[config.mk]
export PLATFORM = sky130hd
export DESIGN_NAME = led_rate_sched
export DESIGN_NICKNAME = d
export VERILOG_FILES = /design/src/rtl/led_rate_sched.sv
export SDC_FILE = /design/constraint.sdc
export NUM_CORES = 1
export LEC_CHECK = 0
export ABC_CLOCK_PERIOD_IN_PS = 4450
export CORE_UTILIZATION = 30
export DETAILED_ROUTE_END_ITERATION = 8
export PLACE_DENSITY = 0.52
export SLEW_MARGIN = 20
export SYNTH_ARGS = -nofsm -noshare
export SYNTH_HDL_FRONTEND = slang
export SYNTH_SLANG_ARGS = --single-unit
[constraint.sdc]
create_clock -name clk -period 4.45 [get_ports clk]
set_clock_uncertainty 0.15 [all_clocks]
set_input_delay 0.89 -clock clk [delete_from_list [all_inputs] [get_ports clk]]
set_output_delay 0.89 -clock clk [all_outputs]
set_load 0.01 [all_outputs]
[src/rtl/led_rate_sched.sv]
// led_rate_sched: switch-selected tick scheduler driving an LED pattern.
// Owns the select of an external 4-way constant-limit mux. The select comes
// from synchronized, debounced switches. The returned limit is latched and
// used as a tick period. Each tick advances the LED pattern.
// Optional build macro: LED_BOUNCE_EN selects a ping-pong LED walk instead of
// the plain left rotation.
module led_rate_sched #(
  parameter int DATA_WIDTH = 32,
  parameter int NB_SW      = 2,
  parameter int NB_LEDS    = 4,
  parameter int DEB_CYCLES = 16
) (
  input  logic                  clk,
  input  logic                  i_reset,
  input  logic [NB_SW-1:0]      i_sw,
  input  logic                  i_enable,
  input  logic [DATA_WIDTH-1:0] i_limit,
  output logic [NB_SW-1:0]      o_sel,
  output logic                  o_tick,
  output logic [NB_LEDS-1:0]    o_led,
  output logic                  o_busy
);

  localparam logic [1:0] ST_IDLE = 2'd0;
  localparam logic [1:0] ST_LOAD = 2'd1;
  localparam logic [1:0] ST_RUN  = 2'd2;

  // The stability counter saturates at DEB_CYCLES. It is loaded with 1 on a
  // candidate reload, because the reload cycle is the first cycle in which the
  // candidate holds its new value.
  localparam int                DEB_W    = $clog2(DEB_CYCLES + 1);
  localparam logic [DEB_W-1:0]  DEB_MAX  = DEB_W'(DEB_CYCLES);
  localparam logic [DEB_W-1:0]  DEB_LAST = DEB_W'(DEB_CYCLES - 1);

  logic [NB_SW-1:0]      r_sw_s1;
  logic [NB_SW-1:0]      r_sw_s2;
  logic [NB_SW-1:0]      r_cand;
  logic [DEB_W-1:0]      r_stab;
  logic [NB_SW-1:0]      r_deb;

  logic [1:0]            r_state;
  logic [NB_SW-1:0]      r_sel;
  logic [DATA_WIDTH-1:0] r_cnt;
  logic [DATA_WIDTH-1:0] r_limit;
  logic                  r_tick;
  logic                  r_busy;
  logic [NB_LEDS-1:0]    r_led;

  logic [DATA_WIDTH-1:0] w_eff;
  logic                  w_wrap;
  logic                  w_led_adv;
  logic [NB_LEDS-1:0]    w_led_nxt;

  // Two-flop synchronizer for the asynchronous board switches.
  always_ff @(posedge clk or posedge i_reset) begin
    if (i_reset) begin
      r_sw_s1 <= '0;
      r_sw_s2 <= '0;
    end else begin
      r_sw_s1 <= i_sw;
      r_sw_s2 <= r_sw_s1;
    end
  end

  // Debounce: accept the candidate once it has held for DEB_CYCLES cycles.
  always_ff @(posedge clk or posedge i_reset) begin
    if (i_reset) begin
      r_cand <= '0;
      r_stab <= '0;
      r_deb  <= '0;
    end else if (r_sw_s2 != r_cand) begin
      r_cand <= r_sw_s2;
      r_stab <= DEB_W'(1);
    end else begin
      if (r_stab >= DEB_LAST) r_deb <= r_cand;
      if (r_stab < DEB_MAX)   r_stab <= r_stab + DEB_W'(1);
    end
  end

  // A latched limit of zero behaves as one, so RUN ticks every cycle.
  assign w_eff  = (r_limit == '0) ? DATA_WIDTH'(1) : r_limit;
  assign w_wrap = (r_cnt == w_eff - DATA_WIDTH'(1));

  // A wrap only counts when neither the disable nor the reselect path wins.
  assign w_led_adv = (r_state == ST_RUN) && i_enable && (r_deb == r_sel) && w_wrap;

  // Schedule FSM: IDLE -> LOAD (one settle cycle for the mux) -> RUN.
  always_ff @(posedge clk or posedge i_reset) begin
    if (i_reset) begin
      r_state <= ST_IDLE;
      r_sel   <= '0;
      r_cnt   <= '0;
      r_limit <= '0;
      r_tick  <= 1'b0;
      r_busy  <= 1'b0;
    end else begin
      r_tick <= 1'b0;
      case (r_state)
        ST_IDLE: begin
          r_cnt  <= '0;
          r_busy <= 1'b0;
          if (i_enable) begin
            r_sel   <= r_deb;
            r_state <= ST_LOAD;
          end
        end
        ST_LOAD: begin
          r_limit <= i_limit;
          r_cnt   <= '0;
          r_busy  <= 1'b1;
          r_state <= ST_RUN;
        end
        ST_RUN: begin
          if (!i_enable) begin
            r_cnt   <= '0;
            r_busy  <= 1'b0;
            r_state <= ST_IDLE;
          end else if (r_deb != r_sel) begin
            r_sel   <= r_deb;
            r_cnt   <= '0;
            r_busy  <= 1'b0;
            r_state <= ST_LOAD;
          end else if (w_led_adv) begin
            r_cnt  <= '0;
            r_tick <= 1'b1;
          end else begin
            r_cnt <= r_cnt + DATA_WIDTH'(1);
          end
        end
        default: begin
          r_cnt   <= '0;
          r_busy  <= 1'b0;
          r_state <= ST_IDLE;
        end
      endcase
    end
  end

`ifdef LED_BOUNCE_EN
  logic r_dir;  // 0 = walking toward MSB, 1 = walking toward LSB

  assign w_led_nxt = r_dir ? (r_led >> 1) : (r_led << 1);

  // Ping-pong LED walk; direction flips when the lit bit reaches either end.
  always_ff @(posedge clk or posedge i_reset) begin
    if (i_reset) begin
      r_led <= NB_LEDS'(1);
      r_dir <= 1'b0;
    end else if (w_led_adv) begin
      r_led <= w_led_nxt;
      if (w_led_nxt[NB_LEDS-1])  r_dir <= 1'b1;
      else if (w_led_nxt[0])     r_dir <= 1'b0;
    end
  end
`else
  assign w_led_nxt = {r_led[NB_LEDS-2:0], r_led[NB_LEDS-1]};

  // Rotate the LED pattern left by one on every tick.
  always_ff @(posedge clk or posedge i_reset) begin
    if (i_reset)        r_led <= NB_LEDS'(1);
    else if (w_led_adv) r_led <= w_led_nxt;
  end
`endif

  assign o_sel  = r_sel;
  assign o_tick = r_tick;
  assign o_led  = r_led;
  assign o_busy = r_busy;

endmodule

Word-level counts from Yosys, hierarchy flattened
Index checks and enable logic that the tools add are counted.

Equal/unequal tests: 10. Order comparisons: 2. Add/subtract/negate cells: 3. Reduce and logical (&&, ||, !) cells: 10. Bitwise gates (word level): 1. Multiplexer cells: 22.

Operators with widths (number): $mux W32 (5); $add A32 B1 Y32 const B (1); $eq A32 B32 Y1 (1); $logic_not A32 Y1 (1); $sub A32 B1 Y32 const B (1); $mux W2 (6); $mux W5 (2); $mux W1 (6); $pmux W2 S3 (1); $add A5 B1 Y5 const B (1); $ge A5 B4 Y1 const B (1); $lt A5 B5 Y1 const B (1); $ne A2 B2 Y1 (2); $ne A2 B2 Y1 const B (2); $pmux W2 S2 (1); $reduce_and A2 Y1 (2); $reduce_and A4 Y1 (1); $reduce_bool A2 Y1 (2); $logic_and A1 B1 Y1 (3); $ne A3 B2 Y1 const B (1); $eq A2 B1 Y1 const B (1); $eq A2 B2 Y1 (1); $eq A2 B2 Y1 const B (1); $logic_not A2 Y1 (1); 3 further kinds (3).

Input bits: 37. Logic and storage cells: 60. Register bits after elaboration: 87.

Depth between registers and ports, before layout
Gate-level depths: netlist of the first run.

Depth in word-level cells: 9. Depth in mapped cells: 16. Depth with buffers taken out: 13.

Least setup slack after synthesis of the first run
No wires, ideal clock.

Kind: reg2reg. Start point: reg r_limit[3]. End point: reg r_led[1] (netlist: o_led[1]). Library setup time: 0.125 ns. Path buffers: 2. Setup slack: 0.339 ns. Arrival: 3.837 ns. Cell stages (with the launch flop): 16. Path through: dfrtp_1 -> clkbuf_1 -> nor4_1 -> nand4_1 -> nor3_1 -> nor2_1 -> ha_1 -> nor3b_1 -> nand2_1 -> or4_1 -> buf_2 -> nor4_1 -> o22ai_1 -> or4_1 -> nor4_4 -> mux2_2.

Word-level cells in the longest chain between the ends: 5.

RTL lines: start, declared (line 44) `logic [DATA_WIDTH-1:0] r_limit;`; start signal, assigned (line 108) `r_limit <= i_limit;`; $logic_not A32 Y1 (line 81) `assign w_eff = (r_limit == '0) ? DATA_WIDTH'(1) : r_limit;`; $mux W32 * (line 81); $sub A32 B1 Y32 * (line 82) `assign w_wrap = (r_cnt == w_eff - DATA_WIDTH'(1));`; $eq A32 B32 Y1 * (line 82); $logic_and A1 B1 Y1 * (line 85) `assign w_led_adv = (r_state == ST_RUN) && i_enable && (r_deb == r_sel) && w_wrap;`; end signal, assigned (line 161) `else if (w_led_adv) r_led <= w_led_nxt;`; end, declared (line 47) `logic [NB_LEDS-1:0] r_led;`.

Mark *: on every way between the ends. The rest lies on a longest branch, timed or not. A chain may end at the register's enable or synchronous reset.

Worst setup path in the final report of the first run
Start point: reg r_limit[24]. End point: reg r_cnt[30].

Word-level cells in the longest chain between the ends: 9.

RTL lines: $logic_not A32 Y1 (line 81); $mux W32 * (line 81); $sub A32 B1 Y32 * (line 82); $eq A32 B32 Y1 * (line 82); $logic_and A1 B1 Y1 * (line 85); $mux W32 * (line 123) `end else if (w_led_adv) begin`; $mux W32 * (line 118) `end else if (r_deb != r_sel) begin`; $mux W32 * (line 114) `if (!i_enable) begin`; $mux W32 * (line 98) `case (r_state)`; end signal, assigned (line 127) `r_cnt <= r_cnt + DATA_WIDTH'(1);`; end, declared (line 43) `logic [DATA_WIDTH-1:0] r_cnt;`.

Marked as above.

==> results of run 1 <==
==> power groups by stage <==
stage | clock network, uW | logic, uW | registers [uW]
global route | 847 | 1470 | 1160
finish | 797 | 1320 | 1140
floorplan | 0 | 831 | 1110
detailed placement | 0 | 1300 | 1150
global placement | 0 | 1300 | 1140
CTS | 817 | 1310 | 1130
==> layout make-up <==
type / instances / area [um^2] / area share [%]
inverters: 5 / 20.02 / 0.3264
repair buffers: 76 / 705.7 / 11.51
flip-flops and latches: 87 / 2178 / 35.52
clock buffers: 10 / 239.0 / 3.896
multi-input cells: 428 / 2646 / 43.15
clock inverters: 6 / 73.82 / 1.204
well taps: 216 / 270.3 / 4.406
==> cell families (layout without fill, tap and decap cells) <==
logic type	count (synthesis)	count (layout)	share of synthesized area, %
AOI/OAI and AO/OA	41	41	6.015
xor gates and xnor gates	74	74	13.15
adders and majority gates	4	4	1.015
buffers and inverters	33	97	2.665
DFF	87	87	44.19
muxes	15	15	3.249
and+or+nand+nor	294	294	29.72
==> metal layers <==
| layer | wire [um] | vias to the layer above |
|---|---|---|
| met2 | 6066 | 80 |
| met1 | 6507 | 1983 |
| met4 | 299 | 0 |
| li1 | - | 2008 |
| met5 | 0 | - |
| met3 | 496 | 20 |
==> Yosys cell counts, types with 7 or more instances <==
cell type / number / area, um^2
nand2_1: 124 / 465.5
dfrtp_1: 86 / 2152
nor3_1: 43 / 215.2
xnor2_1: 39 / 341.6
xor2_1: 35 / 306.5
nor2_1: 29 / 108.9
clkbuf_1: 22 / 82.58
nand3_1: 20 / 100.1
nand4_1: 10 / 62.56
nor4_1: 10 / 62.56
and3_1: 9 / 56.30
a21oi_1: 8 / 40.04
mux2_2: 8 / 90.09
or4_1: 8 / 60.06
mux2i_1: 7 / 70.07
==> worst reg2reg max path: cells and delay by family (launching register included) <==
family	cells	cell delay [ns]
fa+ha+maj	1	0.24
buf+inv	2	0.45
compound gates	1	0.13
flops	1	0.46
simple gates	11	2.58
==> stage by stage <==
stage / TNS, ns / hold slack, ns / utilization, % / total power (uW)
after floorplan: 0 / 0.1812 / - / 1943
after global placement: 0 / 0.1826 / 36.36 / 2443
after detailed placement: -0.005569 / 0.1847 / 36.36 / 2450
after CTS: 0 / 0.2006 / 38.33 / 3262
after global routing: 0 / 0.2220 / 38.47 / 3475
final: 0 / 0.1991 / 38.47 / 3256
==> how the worst max path moves through the flow <==
stage / startpoint / cells past startpoint / endpoint / slack (ns)
floorplan: r_limit[3] / 15 / o_led[1] / 0.34
global placement: r_limit[3] / 13 / o_led[2] / 0.05
detailed placement: r_limit[4] / 14 / r_cnt[20] / -0.006
CTS: r_limit[24] / 15 / r_cnt[30] / 0.05
global route: r_limit[24] / 15 / r_cnt[20] / 0.005
finish: r_limit[24] / 15 / r_cnt[30] / 0.32
==> state kept, by name, summed over array words and instances (netlist names), 4 cells and up <==
register / count
r_cnt: 32
r_stab: 5
o_led: 4
r_limit: 32
==> repair_timing <==
| action | CTS | global route |
|---|---|---|
| gates resized for setup | 1 | 4 |
| pin swaps | 0 | 0 |
| endpoints found under the setup margin | 3 | 20 |
| hold buffers | 0 | 0 |
==> flow_summary_export.csv, run 1 <==
group,metric,value,unit
global_route,met3_usage,2.460,%
setup_path,max_stage_delay,0.58,ns
cts,cts_sinks,87,
setup_path,cp.required,4.52,ns
setup_path,cp.arrival,4.20,ns
timing,finalCriticalPeriod,4.131,ns
layout,areaGrowthSynthToFinish,24.42,%
layout,postLayoutCellArea,0.006133,mm^2
detailed_routing,drcViolationCount,0,
run,cap_violations,0,
timing,rsz0062_at_grt,"no",
layout,antenna_cells,0,
cts,postCtsSetupBuffers,0,
timing,fmax,242.1,MHz
timing,slew_headroom,44.98,%
synth,synth_flop_cell,"dfrtp_1",
cts,cts_root_buf,"clkbuf_16",
floorplan,dieWidth,130.2,um
setup_path,crit_path_start_kind,"register",
layout,stdcell_count,828,
setup_path,r2r-start,"r_limit[24]",
setup_path,crit_slowest_cell,"or4_1",
detailed_routing,dr.pass1.iters,4,
setup_path,critPathKind,"reg2reg",
setup_path,cp_top_family,"simple AND/OR/NAND/NOR gates",
place,dpl_cell_area,0.005797,mm^2
pwr,irDropWorstVdd,195.4,uV
place,dp.cells,812,
pwr,p_sw,1278,uW
global_route,grt_use_total,17.20,%
place,io_buffers,44,
cts,clk_latency,0.35,ns
cts,clock_path_buffers,2,
layout,nets,648,
synth,netlist_area,0.004930,mm^2
layout,layout_commonest_cell,"nand2_1",
synth,synth-edff-count,0,
floorplan,initial_utilization,30.92,%
detailed_routing,routed-via-count,4091,
setup_path,path_buf_inv,2,
pwr,p_int,1978,uW
synth,ys_seq_elements,87,
setup_path,worstRegToRegCells,15,
pwr,pwr_density_cell,530.9,mW/mm^2
pwr,pwr-share-comb,40.6,%
setup_path,r2r_slack,0.32,ns
synth,synth_cell_types,49,
detailed_routing,routed_wirelength,13.37,mm
detailed_routing,avgRoutedWirePerCell,16.15,um
global_route,grt-ovfl-total,0,
timing,fin_crit_sh,92.84,%
floorplan,core_area,0.01594,mm^2
timing,setup_viol,0,
setup_path,cp_max_fo,21,
synth,syn-num-nets,589,
synth,synth_cells,548,
hold_path,hold_class,"reg2reg",
global_route,grt_max_degree,88,
pwr,p_clk_share,24.5,%
global_route,antenna_found_initial,0,
floorplan,dieArea,0.01695,mm^2
setup_path,path_cells,"nor4_1, nand4_1, nor3_1, nor2_1, ha_1, nor3b_4, nand2_1, or4_1, nor4_1, o22ai_1, or4_1, nor4_4, buf_12, buf_4, nor3_1",
hold_path,hp-start,"r_sw_s1[0]",
detailed_routing,via_per_inst,4.941,
layout,num-fill-cells,1588,
timing,worst_slack,0.3187,ns
setup_path,end_kind,"register",
floorplan,ios,45,
global_route,top_usage_layer,"met2",
synth,ys_async_sr_fraction,100.0,%
pwr,switching_share,39.25,%
timing,worstMarginPinSlew,0.8216,ns
status,status,"finished clean",
timing,maxSlewViolCount,0,
cts,htreeDepth,3,
pwr,power_frac_seq,34.9,%
cts,clk_transition_reported_paths,0.07,ns
setup_path,r2r-end,"r_cnt[30]",
synth,ys_seq_area_share,44.19,%
global_route,use_met1,23.70,%
pwr,p_leak,0.002565,uW
layout,final_cell_mix,"124 x nand2_1, 86 x dfrtp_1, 44 x clkdlybuf4s50_1",
place,dpl_worst_slack,-0.005569,ns
floorplan,row_count,46,
detailed_routing,drt_iter0_drc,219,
global_route,grt_pass1_wl,21.77,mm
place,gp_congestion,0.8900,
synth,yosysWarnings,0,
hold_path,hold_depth,0,
global_route,grt_pass1_vias,4152,
cts,cts_tree,"built",
global_route,gr-usage-met2,26.66,%
layout,drive_above_1_share,10.95,%
timing,hold_violations,0,
place,dp_hpwl,10.04,mm
hold_path,hold_end,"r_sw_s2[0]",
floorplan,chipHeight,130.2,um
synth,syn_avg_cell_area,8.996,um^2
detailed_routing,ant_nets,0,
cts,cts_buffers,9,
Note: power is estimated with default switching activity, not from simulation.
==> inputs of run 2 (changes only) <==
--- a/config.mk
+++ b/config.mk
@@ -8,6 +8,7 @@
 export ABC_CLOCK_PERIOD_IN_PS = 4450
 export CORE_UTILIZATION = 30
 export DETAILED_ROUTE_END_ITERATION = 8
+export HOLD_SLACK_MARGIN = 0.08
 export PLACE_DENSITY = 0.52
 export SLEW_MARGIN = 20
 export SYNTH_ARGS = -nofsm -noshare
==> results of run 2 <==
No change in the layout: final DEF, timing and power equal those of run 1.
==> patch, RTL diff (settings of run 1) <==
Set the parameter `DEB_CYCLES` to 32 (it was 16).
--- a/src/rtl/led_rate_sched.sv
+++ b/src/rtl/led_rate_sched.sv
@@ -10,3 +10,3 @@
   parameter int NB_LEDS    = 4,
-  parameter int DEB_CYCLES = 16
+  parameter int DEB_CYCLES = 32
 ) (
Formal check against the unedited RTL: no difference found for any inputs over 10 cycles, from zero or initial values and one cycle with i_reset high; that may be too few to reach the edited logic, so the function may still have changed.
==> patch against run 1 <==
Cell count fell by 1.4%; critical path depth shrank 2; sequential cell count rose by 1; first-iteration DRC count grew 8.2%; worst setup slack got worse by 0.021 ns; synthesized area down 0.74%; global-route usage down 0.33 points; power decreased by 2.2%; cell area is 2.0% lower; routed wire length is 2.1% lower; utilization is 0.65 points lower; critical path type unchanged; highest routed layer unchanged.
==> patch: results (changes against run 1) <==
Clock network
  • Post-CTS sizing: 0 (-1)
  • Clk_lat worst skew: 0.35 ns (about the same)

Run status
  • Status: complete, no violations

Final layout
  • Share of cells above drive strength 1: 9.83% (-1.1 points)
  • Biggest regs: r_cnt x32, r_limit x32, r_stab x6
  • Final nets: 635 (-2.0%)

Route
  • Vias per cell: 4.95 (+0.16%)
  • First DRT Iteration DRCs: 237 (+8.2%)
  • DR WL/cell: 16.0 um (-0.66%)

Global routing
  • Largest net degree at the start of global routing: 60 (-32%)
  • Vias in the first global route: 4005 (-3.5%)
  • GRT Util Overall: 16.9% (-0.33 points)
  • First-pass GRT wire length: 21500 um (-1.3%)

Yosys
  • Sequential share of the synthesized area: 45.0% (+0.84 points)
  • Avg Cell Area, Syn: 9.11 um^2 (+1.3%)
  • Syn nets: 577 (-2.0%)
  • Top cells by count, synth: nand2_1 (115), dfrtp_1 (87), nor3_1 (45), xnor2_1 (38), xor2_1 (35)
  • Yosys cell types: 50 (+2.0%)
  • Leading post-synthesis cells by cell area: dfrtp_1 (44%), nand2_1 (8.8%), xnor2_1 (6.8%)

Power
  • Leakage power: 2.52 nW (-1.8%)
  • Peak supply drop: 0.000218 V (+12%)

Critical path
  • Critical-path top delay cell: or3_1
  • CP Max Fanout: 6 (-71%)
  • Largest stage delay, worst path: 0.49 ns (-0.09 ns)

Placement
  • Gp weighted congestion: 0.909 (+2.1%)
  • DP Cell Count: 800 (-1.5%)
  • DP Area: 0.00568 mm^2 (-2.0%)

STA
  • Max-slew violation count: 0 (unchanged)
  • Slew HR: 49.4% (+4.4 points)
patch: cell families (layout without fill, tap and decap cells):
group | count (synthesis) | after routing | synth area share, %
buf+inv | 30 | 93 | 2.91
mux | 16 | 16 | 3.58
flops | 88 | 88 | 45.0
xor+xnor | 73 | 73 | 13.1
fa+ha+maj | 3 | 3 | 0.767
simple gates | 284 | 284 | 28.9
compound gates | 43 | 43 | 5.75
patch: cell type report:
| cell class | count | area (um^2) |
|---|---|---|
| fill | 1635 | 9880 |
| multi-input combinational | 419 | 2560 |
| sequential | 88 | 2200 |
| timing repair buffer | 68 | 624 |
| tap | 216 | 270 |
| clock buffer | 10 | 239 |
| clock inverter | 6 | 72.6 |
| inverter | 9 | 36.3 |
patch: worst paths after layout:
| check | startpoint | to | slack (ns) | cells after the start |
|---|---|---|---|---|
| min in group asynchronous | i_reset | r_state[1] | 0.89 | 2 |
| max in group asynchronous | i_reset | r_cnt[14] | 2.56 | 3 |
| setup / recovery | r_limit[13] | o_led[1] | 0.30 | 13 |
| hold reg to reg | r_sw_s1[1] | r_sw_s2[1] | 0.21 | 0 |
| setup reg to reg | r_limit[13] | o_led[1] | 0.30 | 13 |
| hold / removal | r_sw_s1[1] | r_sw_s2[1] | 0.21 | 0 |
patch: report_power, final:
group	internal, mW	switching [mW]
registers	0.961	0.193
logic	0.516	0.719
clock network	0.457	0.338
patch: metal layers:
metal  GRT usage, %  wire length, um
met1           24.3             6470
met2           25.0             5780
met3           3.44              638
met4           5.95              201
met5              0                0
patch: worst register-to-register path: stages (launching register included):
cell and delay, ns:
dfrtp_1 0.44, or3_1 0.49, nor4_4 0.29, and3_1 0.21
a21oi_1 0.07, ha_1 0.25, nor2b_1 0.14, or3_1 0.34
a21o_1 0.19, a32o_1 0.21, or3_1 0.36, nor4_1 0.15
and4_2 0.37, mux2_1 0.36
patch: through the flow:
stage | power, mW | utilization (%) | hold WS (ns) | setup WS (ns)
global route | 3.41 | 37.8 | 0.225 | 0.0491
detailed placement | 2.39 | 35.8 | 0.189 | 0.175
CTS | 3.20 | 37.7 | 0.212 | 0.156
floorplan | 1.94 | - | 0.181 | 0.338
global placement | 2.38 | 35.8 | 0.194 | 0.221
finish | 3.18 | 37.8 | 0.209 | 0.298
